==> config.mk <==
export PLATFORM = sky130hd
export DESIGN_NAME = ex_flag_stage
export DESIGN_NICKNAME = d
export VERILOG_FILES = /design/src/rtl/ex_flag_stage.sv
export SDC_FILE = /design/constraint.sdc
export NUM_CORES = 1
export LEC_CHECK = 0
export ABC_AREA = 1
export CAP_MARGIN = 15
export CORE_MARGIN = 2
export CORE_UTILIZATION = 28
export CTS_BUF_LIST = sky130_fd_sc_hd__clkbuf_8 sky130_fd_sc_hd__clkbuf_16
export CTS_CLUSTER_DIAMETER = 150
export DETAILED_ROUTE_END_ITERATION = 8
export HOLD_SLACK_MARGIN = 0.03
export PLACE_DENSITY = 0.55
export SYNTH_ARGS = -nofsm -noshare
export SYNTH_HDL_FRONTEND = slang
export SYNTH_SLANG_ARGS = --single-unit
==> constraint.sdc <==
create_clock -name clk -period 3.7 [get_ports clk]
set_clock_uncertainty 0.1 [all_clocks]
set_input_delay 1.11 -clock clk [delete_from_list [all_inputs] [get_ports clk]]
set_output_delay 1.11 -clock clk [all_outputs]
set_load 0.005 [all_outputs]
==> src/rtl/ex_flag_stage.sv <==
// ex_flag_stage: IITB-RISC execute stage ALU, carry/zero flag registers and
// the EX/MEM pipeline register.
//
// Ports:
//   clk, rst            clock, synchronous active-high reset
//   in_valid            instruction present in EX
//   stall / flush       hold EX/MEM / kill instruction in EX (flush wins)
//   alu_op              00 add, 01 nand, 10 pass/cancel, 11 subtract-compare
//   carry_write_en      carry flag write enable from ALU control
//   zero_write_en       zero flag write enable from ALU control
//   reg_write_en        qualified register write enable from ALU control
//   op_a, op_b, dest    operands and destination index
//   carry_flag          architectural carry flag (register output)
//   zero_flag           architectural zero flag (register output)
//   out_*               registered EX/MEM entry
//   cancel_cnt          saturating count of predicated-off instructions
module ex_flag_stage #(
  parameter int WIDTH = 16,
  parameter int CNT_W = 8
) (
  input  logic             clk,
  input  logic             rst,
  input  logic             in_valid,
  input  logic             stall,
  input  logic             flush,
  input  logic [1:0]       alu_op,
  input  logic             carry_write_en,
  input  logic             zero_write_en,
  input  logic             reg_write_en,
  input  logic [WIDTH-1:0] op_a,
  input  logic [WIDTH-1:0] op_b,
  input  logic [2:0]       dest,
  output logic             carry_flag,
  output logic             zero_flag,
  output logic             out_valid,
  output logic [WIDTH-1:0] out_result,
  output logic [2:0]       out_dest,
  output logic             out_reg_write_en,
  output logic             out_eq,
  output logic [CNT_W-1:0] cancel_cnt
);

  localparam logic [1:0] OP_ADD  = 2'b00;
  localparam logic [1:0] OP_NAND = 2'b01;
  localparam logic [1:0] OP_PASS = 2'b10;
  localparam logic [1:0] OP_SUB  = 2'b11;

  typedef struct packed {
    logic             vld;
    logic [WIDTH-1:0] result;
    logic [2:0]       dest;
    logic             rwe;
    logic             eq;
  } exmem_t;

  exmem_t exmem_q;

  logic [WIDTH:0]   sum;
  logic [WIDTH:0]   diff;
  logic [WIDTH-1:0] r;
  logic             c_cand;
  logic             z_cand;
  logic             eq;
  logic             fire;
  logic             cancel;

  assign sum  = {1'b0, op_a} + {1'b0, op_b};
  // Top bit of the extended difference is the unsigned borrow (op_a < op_b).
  assign diff = {1'b0, op_a} - {1'b0, op_b};

  always_comb begin
    r      = op_a;
    c_cand = carry_flag;
    unique case (alu_op)
      OP_ADD:  begin r = sum[WIDTH-1:0];  c_cand = sum[WIDTH];  end
      OP_NAND: begin r = ~(op_a & op_b);  c_cand = carry_flag;  end
      OP_PASS: begin r = op_a;            c_cand = carry_flag;  end
      OP_SUB:  begin r = diff[WIDTH-1:0]; c_cand = diff[WIDTH]; end
      default: begin r = op_a;            c_cand = carry_flag;  end
    endcase
  end

  assign z_cand = (r == '0);
  assign eq     = (alu_op == OP_SUB) & z_cand;
  assign fire   = in_valid & ~stall & ~flush;
  assign cancel = (alu_op == OP_PASS) & ~reg_write_en;

  always_ff @(posedge clk) begin
    if (rst) begin
      carry_flag <= 1'b0;
      zero_flag  <= 1'b0;
      exmem_q    <= '0;
      cancel_cnt <= '0;
    end else if (flush) begin
      // Killed instruction: bubble only, no architectural side effects.
      exmem_q.vld <= 1'b0;
      exmem_q.rwe <= 1'b0;
      exmem_q.eq  <= 1'b0;
    end else if (stall) begin
      // Hold everything; the instruction is re-presented next cycle.
    end else if (fire) begin
      if (carry_write_en) carry_flag <= c_cand;
      if (zero_write_en)  zero_flag  <= z_cand;
      exmem_q <= '{vld: 1'b1, result: r, dest: dest, rwe: reg_write_en, eq: eq};
      if (cancel && (cancel_cnt != '1)) cancel_cnt <= cancel_cnt + 1'b1;
    end else begin
      // Empty slot: bubble; result/dest keep their old contents.
      exmem_q.vld <= 1'b0;
      exmem_q.rwe <= 1'b0;
      exmem_q.eq  <= 1'b0;
    end
  end

  assign out_valid        = exmem_q.vld;
  assign out_result       = exmem_q.result;
  assign out_dest         = exmem_q.dest;
  assign out_reg_write_en = exmem_q.rwe;
  assign out_eq           = exmem_q.eq;

endmodule

==> results.txt <==
The share of post-route cells with drive strength above 1 is 11.5%. The final non-filler cell total is 908. The synthesized area per cell is 5.96 sq um. The total power per unit cell area came out at 264 nW/um^2. The count of nets left with antenna violations once routing finished came out at 0.

The data required time of the critical path came out at 3810 ps. The pre-CTS setup slack is -49.2 ps. The average detailed-routed wire length per instance is ~14 um. After technology mapping, the gate count stands at 640.

The worst path arrival time is between 3000 and 4000 ps. The CTS clock-pin slew for the worst setup and hold paths came out at 50 ps. The worst setup path is of the input port to flop kind.

The run finished with clean final reports. The count of flip-flops with a built-in enable after synthesis is 0. The HPWL after detailed placement is ~10 mm. The clock net sink count is 32. The total count of hold-check failures in the final report came to 0.

The startpoint identified for the worst register-to-register timing path is cancel_cnt[0]. The startpoint identified for the worst hold timing path is out_eq. The repair_antennas step left the layout with diodes totalling 0.

Yosys attributes the largest share of cell area to nand2_1 (17%), dfxtp_1 (17%), ha_1 (12%). The kind of capture point of the worst setup path is a flop. Across all setup checks in the final design, the least slack found is 238 ps. The worst voltage drop across the vdd grid is 170 uV. The die covers around 15000 sq um.

The timing startpoint of the critical path is op_a[0]. The remaining routing DRC violations is 0. Counting I/O delays and the setup requirement, the final critical path takes 3460 ps. In this run the worst path has a maximum fanout of 3. Of the synthesized area, sequential elements account for 16.8%. The die extent in x is between 100 and 150 um. The count of state elements after synthesis is 32. The final number of setup-violating endpoints is 0. The register area came out at 641 sq um. The cell area that synthesis handed to floorplanning was roughly 3800 sq um. The maximum buffer depth of the clock tree came out at 2. The number of CTS-inserted buffers came out at 5.

Setup repair after global routing left no endpoint under its margin. TritonCTS built the clock tree. For hold timing, the worst endpoint is out_eq. In this run the worst hold path is classified as flop to flop. The cell with the most instances on the worst path is nand2_1. The iteration count of the initial detailed-routing pass is 6. The signal on the critical path passes through clkdlybuf4s50_1 -> inv_1 -> ha_1 -> fa_1 -> inv_1 -> nand2_1 -> nand2_2 -> nand3_2 -> nand2_2 -> nand2_1 -> nand2_1 -> nand2_1 -> nand3_1 -> nand2_1 -> nand2_1 -> nand3_1 -> nor2_4 -> nand3_1 -> a21oi_2. The global-route usage over all layers came out at about 18%. The buffer and inverter count on the worst path is 3. The measured slew at the worst slew-check pin came out at 775 ps. The initial standard-cell utilization of the core came out at 28.7%.

The first global-routing pass estimated between 20 and 25 mm of wire. The stage delay of the slowest cell on the critical path is approximately 510 ps. The core area is 13300 sq um. The biggest area contributor in the post-synthesis netlist is nand2_1.

In this run the count of I/O pins placed on the die edge is 77. Summed over all cells, the static leakage comes to 2.47 nW. The prevailing post-synth register cell is dfxtp_1. The number of cells on the worst hold path came out at 2. The fraction of synthesis flops using an asynchronous set or reset pin came out at 0%.

The initial antenna violation count came to 0. The post-route worst hold slack is roughly 370 ps. STA classifies the critical path startpoint as an input port.

Across the run, the number of max-cap violations was 0. For the worst flop-to-flop path, the logic depth is 10. The count of fill cells added during filler insertion came out at 1463. The first-iteration detailed-routing DRC count came out at ~280. Buffers placed on the I/O ports in this run total 76. The placer congestion estimate came out at 0.942. The number of placement rows came out at 42. The portion of the clock cycle consumed by the worst path in the final layout came out at 93.6%. The count of different cell masters after synthesis came out at 45. Clock latency on the worst-skew pair, taken at its later pin, is 280 ps.

The total wire length after detailed routing came out at 12.8 mm. Summing all multi-input logic gate instances after layout gives between 2000 and 3000 sq um. The number of placed cells counting well taps came out at 900. The via count of the first global-routing pass came to 4326. The routed layout has 4374 vias. CTS placed an instance of clkbuf_16 at the clock tree root. The top achievable clock speed came out at 0.289 GHz. The final count of pins violating max slew was 0. The count of synthesis-stage warnings from yosys is 0. By count the netlist is led by nand2_1 (175), inv_1 (101), nand3_1 (59), a21oi_1 (46), nor2_1 (45). The worst slew margin relative to its limit came out at about 48%. Among all cell types in the netlist, the one instantiated most often is nand2_1. The final-stage net count came out at ~820. The clock tree synthesis step divided the H-tree into 2 levels. The pin count of the biggest net entering global routing is 29. On the critical path, the stage with the largest delay is an instance of clkdlybuf4s50_1.

In this run the critical register-to-register path is captured at cancel_cnt[7]. The average via count per standard cell is between 4 and 5. Grouping stages by cell kind, the critical path spends the most delay in simple AND/OR/NAND/NOR gates.

The die is 121 um tall. The worst reg-to-reg setup slack came out at 1850 ps. The number of nets in the synthesized netlist is 725.

The top-area cell type share of the netlist area came out at 17.2%. The overflow left after global routing came out at 0. Relative to the synthesized area, the layout overhead comes to 32.9%.
-- layer usage --
| metal | global-route usage, % | share of wire [%] |
|---|---|---|
| met1 | 24.8 | 47 |
| met2 | 29.9 | 46 |
| met3 | 2.31 | 5.1 |
| met4 | 3.92 | 1.8 |
| met5 | 0 | 0 |
-- sequential cells by signal, summed over array words and instances (netlist names) --
name and flops:
cancel_cnt 8, out_valid 1, out_eq 1, out_result 16, out_dest 3, zero_flag 1, out_reg_write_en 1, carry_flag 1
-- where the power goes --
part	internal [mW]	total [mW]	leakage, nW	switching (mW)
Sequential	0.357	0.364	0.260	0.00660
Combinational	0.233	0.566	2.14	0.333
Clock	0.265	0.411	0.0743	0.146
-- final cells by class --
type | count | share of cell area, %
Clock buffer | 6 | 2.74
Inverter | 108 | 8.00
Multi-Input combinational cell | 480 | 52.4
Clock inverter | 2 | 0.222
Tap cell | 176 | 4.34
Timing Repair Buffer | 104 | 19.6
Sequential cell | 32 | 12.6
-- how the worst max path moves through the flow --
| stage | end | slack (ps) | cells past startpoint |
|---|---|---|---|
| global route | out_eq | 1 | 17 |
| CTS | out_eq | 220 | 19 |
| finish | out_eq | 240 | 19 |
| global placement | out_eq | 20 | 19 |
| floorplan | out_eq | 700 | 14 |
| detailed placement | out_eq | -50 | 19 |
-- logic make-up after synthesis --
group | count (synthesis) | share of synthesized area [%]
adders and majority gates | 40 | 13.5
buffers and inverters | 128 | 13.7
xor gates and xnor gates | 1 | 0.230
and+or+nand+nor | 330 | 39.0
AOI/OAI and AO/OA | 109 | 16.7
DFF | 32 | 16.8
-- worst reg2reg max path: cells and delay by family (launching register included) --
family,cells,cell delay (ps)
adder cells (fa/ha/maj),1,240
buffers and inverters,1,100
flip-flops,1,340
AO/OA/AOI/OAI,1,160
AND/OR/NAND/NOR,7,800
-- through the flow --
stage | setup TNS (ps) | power (mW) | util (%) | instance area [sq um]
detailed placement | -61.4 | 0.931 | 36.9 | 4910
floorplan | 0 | 0.715 | - | 3810
global placement | 0 | 0.928 | 36.9 | 4910
CTS | 0 | 1.35 | 38.1 | 5060
finish | 0 | 1.34 | 38.1 | 5070
global route | 0 | 1.44 | 38.1 | 5070
-- placed cells by master (no fill, tap or decap), drive strengths merged, types with 2 or more instances in the layout --
| cell | count |
|---|---|
| a21oi | 52 |
| a221oi | 6 |
| and2 | 2 |
| buf | 28 |
| clkbuf | 6 |
| clkdlybuf4s50 | 76 |
| dfxtp | 32 |
| fa | 2 |
| ha | 38 |
| inv | 108 |
| nand2 | 185 |
| nand3 | 65 |
| nand4 | 12 |
| nor2 | 54 |
| nor3 | 5 |
| nor3b | 2 |
| o211ai | 2 |
| o21ai | 43 |
| or2 | 4 |
-- timing repair --
| item | in CTS | in global routing |
|---|---|---|
| resized for setup | 0 | 3 |
| setup endpoints to repair | 0 | 2 |
| hold buffers | 0 | 0 |
| setup buffers | 0 | 0 |
Note: power is estimated with default switching activity, not from simulation.
